### src/rtl/mole_pkg.sv
// ============================================================================
// Module   : mole_pkg
// Brief    : Shared types and constants for the Whac-A-Mole scheduler.
// Revision : 1.0
// ============================================================================
`default_nettype none

package mole_pkg;

    typedef enum logic [1:0] {
        IDLE = 2'd0,
        DOWN = 2'd1,
        PICK = 2'd2,
        UP   = 2'd3
    } state_t;

    localparam int LFSR_W = 16;
    // Right-shifting Galois mask for x^16 + x^14 + x^13 + x^11 + 1
    localparam logic [LFSR_W-1:0] LFSR_TAPS = 16'hB400;

    function automatic int ms_cnt_width(input int up_ms, input int down_ms);
        int longest;
        longest = (up_ms > down_ms) ? up_ms : down_ms;
        return $clog2(longest) + 1;
    endfunction

endpackage

`default_nettype wire

### src/rtl/mole_lfsr.sv
// ============================================================================
// Module   : mole_lfsr
// Brief    : Free-running 16-bit Galois LFSR used to seed mole placement.
// Revision : 1.0
// ============================================================================
`default_nettype none

module mole_lfsr
    import mole_pkg::*;
#(
    parameter logic [LFSR_W-1:0] SEED = 16'hACE1
) (
    input  logic              clk_i,
    input  logic              rst_i,
    output logic [LFSR_W-1:0] lfsr_o
);

    logic [LFSR_W-1:0] lfsr_q;
    logic [LFSR_W-1:0] lfsr_d;

    // A non-zero seed can never reach the all-zero lock-up state
    always_comb begin
        lfsr_d = {1'b0, lfsr_q[LFSR_W-1:1]};
        if (lfsr_q[0]) begin
            lfsr_d = lfsr_d ^ LFSR_TAPS;
        end
    end

    always_ff @(posedge clk_i) begin
        if (rst_i) begin
            lfsr_q <= SEED;
        end else begin
            lfsr_q <= lfsr_d;
        end
    end

    assign lfsr_o = lfsr_q;

endmodule

`default_nettype wire

### src/rtl/mole_scheduler.sv
// ============================================================================
// Module   : mole_scheduler
// Brief    : Round sequencer placing moles, timing phases, classifying hits.
// Revision : 1.0
// ============================================================================
`default_nettype none

module mole_scheduler
    import mole_pkg::*;
#(
    parameter int              CLKS_PER_MS  = 50000,
    parameter int              NUM_HOLES    = 18,
    parameter int              MAX_MOLES    = 3,
    parameter int              MOLE_UP_MS   = 1000,
    parameter int              MOLE_DOWN_MS = 500,
    parameter logic [LFSR_W-1:0] LFSR_SEED  = 16'hACE1
) (
    input  logic                 CLOCK_50,
    input  logic                 reset,
    input  logic                 start,
    input  logic                 stop,
    input  logic [1:0]           level,
    input  logic [NUM_HOLES-1:0] sw,
    output logic [NUM_HOLES-1:0] mole_mask,
    output logic [NUM_HOLES-1:0] hit_mask,
    output logic [NUM_HOLES-1:0] miss_mask,
    output logic [NUM_HOLES-1:0] escape_mask,
    output logic                 busy
);

    localparam int PRE_W  = (CLKS_PER_MS > 1) ? $clog2(CLKS_PER_MS) : 1;
    localparam int MS_W   = ms_cnt_width(MOLE_UP_MS, MOLE_DOWN_MS);
    localparam int HOLE_W = $clog2(NUM_HOLES);
    localparam int CNT_W  = $clog2(MAX_MOLES + 1);

    localparam logic [PRE_W-1:0]  PRE_LAST  = PRE_W'(CLKS_PER_MS - 1);
    localparam logic [MS_W-1:0]   DOWN_LEN  = MS_W'(MOLE_DOWN_MS);
    localparam logic [CNT_W-1:0]  MOLES_C   = CNT_W'(MAX_MOLES);
    localparam logic [HOLE_W-1:0] LAST_HOLE = HOLE_W'(NUM_HOLES - 1);

    state_t                state_q, state_d;
    logic [PRE_W-1:0]      pre_q, pre_d;
    logic [MS_W-1:0]       ms_q, ms_d;
    logic [MS_W-1:0]       up_ms_q, up_ms_d;
    logic [CNT_W-1:0]      cnt_q, cnt_d;
    logic [HOLE_W-1:0]     cand_q, cand_d;
    logic                  first_q, first_d;
    logic [NUM_HOLES-1:0]  mole_q, mole_d;
    logic [NUM_HOLES-1:0]  hit_q, hit_d;
    logic [NUM_HOLES-1:0]  miss_q, miss_d;
    logic [NUM_HOLES-1:0]  esc_q, esc_d;
    logic                  busy_q;
    logic [NUM_HOLES-1:0]  sw_q;

    logic [LFSR_W-1:0]     lfsr;
    logic                  lfsr_unused_hi;
    logic [NUM_HOLES-1:0]  tog;
    logic [NUM_HOLES-1:0]  survivors;
    logic [HOLE_W-1:0]     rand_hole;
    logic [HOLE_W-1:0]     probe;
    logic [NUM_HOLES-1:0]  probe_oh;
    logic [MS_W-1:0]       phase_len;
    logic [MS_W-1:0]       up_shift;
    logic [MS_W-1:0]       up_len;
    logic                  ms_tick;
    logic                  expired;

    mole_lfsr #(
        .SEED   (LFSR_SEED)
    ) u_lfsr (
        .clk_i  (CLOCK_50),
        .rst_i  (reset),
        .lfsr_o (lfsr)
    );

    assign lfsr_unused_hi = ^lfsr[LFSR_W-1:8];

    assign tog       = sw ^ sw_q;
    assign survivors = mole_q & ~tog;
    assign rand_hole = HOLE_W'(lfsr[7:0] % 8'(NUM_HOLES));
    assign probe     = first_q ? rand_hole : cand_q;
    assign probe_oh  = NUM_HOLES'(1) << probe;

    assign up_shift  = MS_W'(MOLE_UP_MS >> level);
    assign up_len    = (up_shift == '0) ? MS_W'(1) : up_shift;
    assign phase_len = (state_q == UP) ? up_ms_q : DOWN_LEN;
    assign ms_tick   = (pre_q == PRE_LAST);
    assign expired   = ms_tick && (ms_q == phase_len - MS_W'(1));

    always_comb begin
        state_d = state_q;
        mole_d  = mole_q;
        hit_d   = '0;
        miss_d  = '0;
        esc_d   = '0;
        cnt_d   = '0;
        cand_d  = cand_q;
        first_d = 1'b1;
        up_ms_d = up_ms_q;

        case (state_q)
            IDLE: begin
                mole_d = '0;
                if (start) begin
                    state_d = DOWN;
                end
            end
            DOWN: begin
                mole_d = '0;
                if (expired) begin
                    state_d = PICK;
                end
            end
            PICK: begin
                cnt_d = cnt_q;
                if ((mole_q & probe_oh) == '0) begin
                    mole_d = mole_q | probe_oh;
                    cnt_d  = cnt_q + CNT_W'(1);
                    if (cnt_q + CNT_W'(1) == MOLES_C) begin
                        state_d = UP;
                        up_ms_d = up_len;
                    end
                end else begin
                    // Occupied: walk linearly to the next hole, wrapping
                    cand_d  = (probe == LAST_HOLE) ? '0 : probe + HOLE_W'(1);
                    first_d = 1'b0;
                end
            end
            UP: begin
                hit_d  = tog & mole_q;
                miss_d = tog & ~mole_q;
                mole_d = survivors;
                if (expired) begin
                    esc_d   = survivors;
                    mole_d  = '0;
                    state_d = DOWN;
                end else if (survivors == '0) begin
                    state_d = DOWN;
                end
            end
            default: begin
                state_d = IDLE;
            end
        endcase

        if (stop) begin
            state_d = IDLE;
            mole_d  = '0;
            hit_d   = '0;
            miss_d  = '0;
            esc_d   = '0;
        end
    end

    // Phase timer restarts on every state entry so phase lengths are exact
    always_comb begin
        pre_d = '0;
        ms_d  = '0;
        if ((state_d == state_q) && ((state_q == DOWN) || (state_q == UP))) begin
            if (ms_tick) begin
                ms_d = ms_q + MS_W'(1);
            end else begin
                pre_d = pre_q + PRE_W'(1);
                ms_d  = ms_q;
            end
        end
    end

    always_ff @(posedge CLOCK_50) begin
        if (reset) begin
            state_q <= IDLE;
            pre_q   <= '0;
            ms_q    <= '0;
            up_ms_q <= '0;
            cnt_q   <= '0;
            cand_q  <= '0;
            first_q <= 1'b1;
            mole_q  <= '0;
            hit_q   <= '0;
            miss_q  <= '0;
            esc_q   <= '0;
            busy_q  <= 1'b0;
        end else begin
            state_q <= state_d;
            pre_q   <= pre_d;
            ms_q    <= ms_d;
            up_ms_q <= up_ms_d;
            cnt_q   <= cnt_d;
            cand_q  <= cand_d;
            first_q <= first_d;
            mole_q  <= mole_d;
            hit_q   <= hit_d;
            miss_q  <= miss_d;
            esc_q   <= esc_d;
            busy_q  <= (state_d != IDLE);
        end
    end

    // Tracks switches through reset so release never looks like a toggle
    always_ff @(posedge CLOCK_50) begin
        sw_q <= sw;
    end

    assign mole_mask   = mole_q;
    assign hit_mask    = hit_q;
    assign miss_mask   = miss_q;
    assign escape_mask = esc_q;
    assign busy        = busy_q;

endmodule

`default_nettype wire

### config.mk
export PLATFORM = sky130hd
export DESIGN_NAME = mole_scheduler
export DESIGN_NICKNAME = d
export VERILOG_FILES = /design/src/rtl/mole_pkg.sv /design/src/rtl/mole_lfsr.sv /design/src/rtl/mole_scheduler.sv
export SDC_FILE = /design/constraint.sdc
export NUM_CORES = 1
export LEC_CHECK = 0
export ABC_AREA = 1
export ABC_CLOCK_PERIOD_IN_PS = 5000
export CAP_MARGIN = 0
export CORE_ASPECT_RATIO = 1.5
export CORE_MARGIN = 4
export CORE_UTILIZATION = 25
export CTS_BUF_LIST = sky130_fd_sc_hd__clkbuf_4
export CTS_CLUSTER_SIZE = 25
export DETAILED_ROUTE_END_ITERATION = 8
export DONT_BUFFER_PORTS = 1
export PLACE_DENSITY = 0.36
export SETUP_SLACK_MARGIN = 0.4
export SLEW_MARGIN = 20
export SYNTH_ARGS = -nofsm -noshare
export SYNTH_HDL_FRONTEND = slang
export SYNTH_SLANG_ARGS = --single-unit
### constraint.sdc
create_clock -name CLOCK_50 -period 5 [get_ports CLOCK_50]
set_input_delay 1 -clock CLOCK_50 [delete_from_list [all_inputs] [get_ports CLOCK_50]]
set_output_delay 1 -clock CLOCK_50 [all_outputs]
set_load 0.01 [all_outputs]
==> impl_results.md, run 1 <==
- Run status: finished clean
- Gr ovfl total: 0
- Final worst setup slack: around 1.0 ns
- Most common cell after layout, fill and taps aside: dfxtp_1
- Clock Latency Late Sink: 0.60 ns
- CP startpoint: u_lfsr.lfsr_o[5]
- Register area share after synthesis: 44.6%
- Final hold violations: 0
- CTS Buf Count: 17
- Vias per inst: 4.40
- HP Class: flop to flop
- RSZ-0062 raised after global routing: false
- P&R area growth vs syn: 9.52%
- Pre-CTS WS: 0.965 ns
- Setup-failing EPs final: 0
- Vias: approximately 5500
- Die ar.: a little over 30000 um2
- Area post-placement: about 7200 um2
- Mean Syn Cell Area: 7.77 um2
- Routed WL: 19000 um
- Net Count, Synth: 918
- Initial antenna violation count: 3
- CP endpoint kind: flop
- Most frequent cells in the layout: dfxtp_1 (153), nand2_1 (127), nor2_1 (126)
- Clk root buf: clkbuf_4
- Number of enable flip-flop cells after synthesis: 0
- RR Startpoint: u_lfsr.lfsr_o[5]
- R2R Path End: pre_q[2]
- CTS clk-pin slew, worst paths: 0.12 ns
- Post-Synthesis Cells: between 800 and 900
- HPWL Detailed: 14600 um
- Maxcap violations: 0
- Slew Limit Fails: 0
- Ports: 97
- Worst R2R Setup Slack: 1.00 ns
- Tmin final: between 3 and 4 ns
- CP max stage delay: 0.41 ns
- CP Capture Point: pre_q[2]
- Reg2reg path depth: 30
- Die Span X: between 100 and 150 um
- GP Congestion: 0.836
- First-pass GRT wire length: 30800 um
- Post-Route Skew: between 0.01 and 0.015 ns
- Leak pwr: 2.86 nW
- Slew headroom: around 51%
- #FFs+latches synth: 153
- Setup TNS: 0 ns
- PortBufs: 0
- Starting density of the core: approximately a quarter
- CP max-delay cell: nand4_4
- Crit-path most repeated cell: nand2_2
- Post-synthesis async set-or-reset flop share: 0%
- Vias in the first global route: 5622
- Die height: 211 um
- Post-DRT Antenna Nets: 0
- Crit start category: flop
- Setup Buffers After CTS: 0
- GRT Total Usage: about an eighth
- Worst Max-Slew Pin Slew: 0.727 ns
- Resized cells post-CTS: 0
- CP max FO: 16
- Mapped cell area: 6870 um2
- Peak VDD IR: about 0.00020 V
- H-tree Lvls: 4
- CTS tree: built
- Hold-fix buffers, CTS: 0
- Main synth FF type: dfxtp_1
- Crit path kind: flop to flop
- Final period utilization: 80.0%
- Maximum clock rate: ~250 MHz
- CTS Sinks: 153
- Floorplan row count: 74
- DR pass1 iterations: 4
- Fin nets: 920
- Post-detailed-route wirelength per cell: 15.2 um
- CP required: 5.52 ns
- Design area: between 7000 and 8000 um2
- Clk buf depth: 2
- Share of layout cells above drive strength 1: 12.8%
- Synth warn: 0
- CP arrival: ~4.5 ns
- Largest net degree at the start of global routing: 38
- Post-route DRC: 0
- Cell variety after synth: 39
- First DRT Iteration DRCs: between 200 and 300
- Core Area: 27100 um2
- Pwr Density: 315 nW/um2
how the worst min path moves through the flow:
| stage | start | to | slack [ns] | cells after the start |
|---|---|---|---|---|
| floorplan | u_lfsr.lfsr_o[15] | u_lfsr.lfsr_o[14] | 0.39 | 2 |
| global placement | u_lfsr.lfsr_o[15] | u_lfsr.lfsr_o[14] | 0.39 | 2 |
| detailed placement | u_lfsr.lfsr_o[15] | u_lfsr.lfsr_o[14] | 0.40 | 2 |
| CTS | sw[12] | sw_q[12] | 0.33 | 0 |
| global route | sw[2] | sw_q[2] | 0.33 | 0 |
| finish | u_lfsr.lfsr_o[15] | u_lfsr.lfsr_o[14] | 0.41 | 2 |
cell type report:
| cell class | count | area, um2 |
|---|---|---|
| tap | 342 | 428 |
| multi-input combinational | 601 | 3290 |
| clock buffer | 19 | 143 |
| clock inverter | 13 | 146 |
| timing repair buffer | 5 | 37.5 |
| sequential | 153 | 3060 |
| inverter | 108 | 408 |
| fill | 3023 | 19600 |
| antenna | 3 | 7.51 |
worst max-delay path, delay by kind of cell (launching register included):
kind	cells	cell delay (ns)
buf+inv	4	0.39
fa+ha+maj	2	0.45
xor+xnor	1	0.14
flops	1	0.36
simple gates	22	2.43
compound gates	1	0.14
layer usage:
| layer | part of all wire, % | global-route usage, % | vias to the layer above |
|---|---|---|---|
| li1 | - | - | 2844 |
| met1 | 39 | 14.5 | 2509 |
| met2 | 53 | 23.6 | 100 |
| met3 | 5.4 | 3.83 | 26 |
| met4 | 2.6 | 5.56 | 0 |
| met5 | 0 | 0 | - |
synth_stat cells (all sizes together), types with 2 or more instances:
library cell,count,area (um2)
xor2,29,254
ha,10,125
dfxtp,153,3060
o21ai,53,269
inv,108,408
nand3,55,323
a21oi,33,173
o211ai,3,22.5
nand4,25,171
nor3b,2,15.0
buf,8,57.6
xnor2,26,228
nor3,46,230
or2,7,43.8
nor4,4,37.5
nand2,153,674
clkbuf,14,52.6
mux2i,2,20.0
nor2,147,662
nand3b,2,15.0
and3,2,12.5
flip-flops by register name, summed over array words and instances, names as in the netlist, 2 cells and up:
name,cells
u_lfsr.lfsr_o,16
mole_mask,18
ms_q,11
state_q,2
cnt_q,2
miss_mask,18
up_ms_q,9
escape_mask,18
pre_q,16
hit_mask,18
cand_q,5
sw_q,18
metrics by stage:
step                      std cells  hold slack (ns)  total power [mW]  utilization, %
after floorplan                 884            0.388              1.54               -
after global placement         1209            0.394              1.62            26.6
after detailed placement       1209            0.398              1.61            26.6
after CTS                      1241            0.329              2.43            27.7
after global routing           1243            0.329              2.52            27.7
final                          1244            0.412              2.37            27.7
power by group:
part | internal, mW | total (mW) | switching (mW)
registers | 1.24 | 1.24 | 0.00850
clock network | 0.312 | 0.791 | 0.479
logic | 0.106 | 0.338 | 0.232
total | 1.65 | 2.37 | 0.719
kinds of logic after synthesis:
group	after synthesis	share of synthesized area, %
AND/OR/NAND/NOR	443	31.8
flip-flops	153	44.6
buffers and inverters	130	7.54
AO/OA/AOI/OAI	91	6.97
XOR/XNOR	55	7.01
adder cells (fa/ha/maj)	10	1.82
multiplexers	2	0.291
Note: power is estimated with default switching activity, not from simulation.
==> run 2: changes to the inputs <==
ABC_CLOCK_PERIOD_IN_PS = 3700   (was 5000)
clock period = 3.7 ns   (was 5 ns; I/O delays follow)
==> impl_results.md, run 2 (synthesis gave the netlist of run 1 again) <==
- Slew Limit Fails: 0 (unchanged)
- Crit path kind: flop to flop
- Post-detailed-route wirelength per cell: 15.3 um (+0.39%)
- Post-Layout Cell Count: 1294 (+4.0%)
- Flop pwr share: 48.6% (-3.8 points)
- Die ar.: 30300 um2 (unchanged)
- CP max FO: 8 (-8)
- DR pass1 iterations: 4 (unchanged)
- HPWL Detailed: 14900 um (+2.0%)
- Initial antenna violation count: 1 (-2)
- CP arrival: 4.17 ns (-0.35 ns)
- H-tree Lvls: 4 (unchanged)
- PortBufs: 0 (unchanged)
- Clock Latency Late Sink: 0.60 ns (about the same)
- Core Area: 27100 um2 (unchanged)
- Largest net degree at the start of global routing: 38 (unchanged)
- GRT Total Usage: 13.4% (+0.17 points)
- CTS Sinks: 153 (unchanged)
- Clk buf depth: 2 (unchanged)
- Peak VDD IR: 0.000290 V (+45%)
- P&R area growth vs syn: 23.2%
- Clk root buf: clkbuf_4
- CP max-delay cell: dfxtp_2
- Maxcap violations: 0 (unchanged)
- Most common cell after layout, fill and taps aside: dfxtp_1
- Die Span X: 143 um (unchanged)
- Post-Route Skew: 0.0179 ns (+0.00350 ns)
- First DRT Iteration DRCs: 202 (-28%)
- Vias in the first global route: 5832 (+3.7%)
- Crit start category: flop
- Comb power frac: 21.9% (+7.7 points)
- Leak pwr: 3.20 nW (+12%)
- CTS tree: built
- Routed WL: 19800 um (+4.4%)
- CP max stage delay: 0.37 ns (-0.04 ns)
- Run status: finished clean
- GP Congestion: 0.900 (+7.7%)
- Most frequent cells in the layout: dfxtp_1 (151), nor2_1 (110), nand2_1 (107)
- Vias per inst: 4.42 (+0.31%)
- Vias: 5717 (+4.3%)
- CP endpoint kind: flop
- Sw frac: 31.0% (+0.67 points)
- Gr ovfl total: 0 (unchanged)
- Ports: 97 (unchanged)
- Share of layout cells above drive strength 1: 26.1% (+13 points)
- Dpl cells: 1224 (+1.2%)
- Setup TNS: 0 ns (unchanged)
- Post-route DRC: 0 (unchanged)
- First-pass GRT wire length: 31200 um (+1.1%)
- RSZ-0062 raised after global routing: true
- Clk pwr share: 29.4% (-3.9 points)
- Tmin final: 3.62 ns (-0.378 ns)
- Net Sw Power: 1.07 mW (+49%)
- CP required: 4.25 ns (-1.27 ns)
- Maximum clock rate: 276 MHz (+10%)
- Setup-failing EPs final: 0 (unchanged)
- Final Hold Slack: 0.152 ns (-0.260 ns)
- Pwr Density: 409 nW/um2 (+30%)
- CTS Buf Count: 17 (unchanged)
- HP Class: input port to flop
- Post-DRT Antenna Nets: 0 (unchanged)
- Starting density of the core: 25.3% (unchanged)
- Worst Max-Slew Pin Slew: 0.895 ns (+0.168 ns)
- Final period utilization: 97.9% (+18 points)
- Fin nets: 973 (+5.8%)
- Final hold violations: 0 (unchanged)
- Floorplan row count: 74 (unchanged)
- Slew headroom: 40.3% (-11 points)
- CTS clk-pin slew, worst paths: 0.14 ns (+0.02 ns)
- Final Power: 3.46 mW (+46%)
- Cell Int Power: 2.39 mW (+44%)
- Post-layout util: 31.2% (+3.5 points)
- Die height: 211 um (unchanged)
run 2: area by class of cell:
class / count / area [um2]
flip-flops and latches: 153 / 3070
repair buffers: 58 / 541
multi-input cells: 601 / 3750
diodes: 1 / 2.50
clock inverters: 13 / 130
inverters: 108 / 413
well taps: 342 / 428
fillers: 2912 / 18700
clock buffers: 18 / 135
run 2: power groups by stage:
stage / Combinational (mW) / Sequential [mW] / Clock [mW]
after CTS: 0.650 / 1.68 / 1.10
after global placement: 0.472 / 1.72 / 0
after detailed placement: 0.468 / 1.72 / 0
after global routing: 0.830 / 1.69 / 1.16
after floorplan: 0.370 / 1.72 / 0
final: 0.759 / 1.68 / 1.02
run 2: worst paths after layout:
| kind | from | to | slack [ns] | cells after the start |
|---|---|---|---|---|
| worst max-delay path | u_lfsr.lfsr_o[7] | pre_q[3] | 0.08 | 29 |
| worst min-delay path | sw[0] | sw_q[0] | 0.15 | 0 |
| worst max register to register | u_lfsr.lfsr_o[7] | pre_q[3] | 0.08 | 29 |
| worst min register to register | u_lfsr.lfsr_o[8] | u_lfsr.lfsr_o[7] | 0.41 | 1 |
run 2: stage by stage:
stage / worst slack [ns] / instance area [um2]
floorplan: 0.416 / 6880
global placement: -0.0152 / 7370
detailed placement: -0.0841 / 7370
CTS: 0.198 / 8100
global route: -0.146 / 8460
finish: 0.0788 / 8460
run 2: per-layer routing:
layer  up-vias  track usage [%]  wire [um]
met4         0             5.75        521
li1       2952                -          -
met2       103             25.0      10600
met3        26             3.81        979
met1      2636             13.7       7710
met5         -                0          0
run 2: timing repair:
item,4_1_cts,5_1_grt
endpoints found under the setup margin,64,64
hold buffers,0,0
buffers inserted,24,12
resized for setup,72,62
pin swaps,36,40
cloned,1,1
run 2: critical path: cells and delay by family, from the launching register on:
kind                       cells  cell delay, ns
and+or+nand+nor               18            1.67
buffers and inverters          6            0.70
DFF                            1            0.37
adders and majority gates      2            0.34
muxes                          1            0.19
xor gates and xnor gates       1            0.16
AOI/OAI and AO/OA              1            0.10
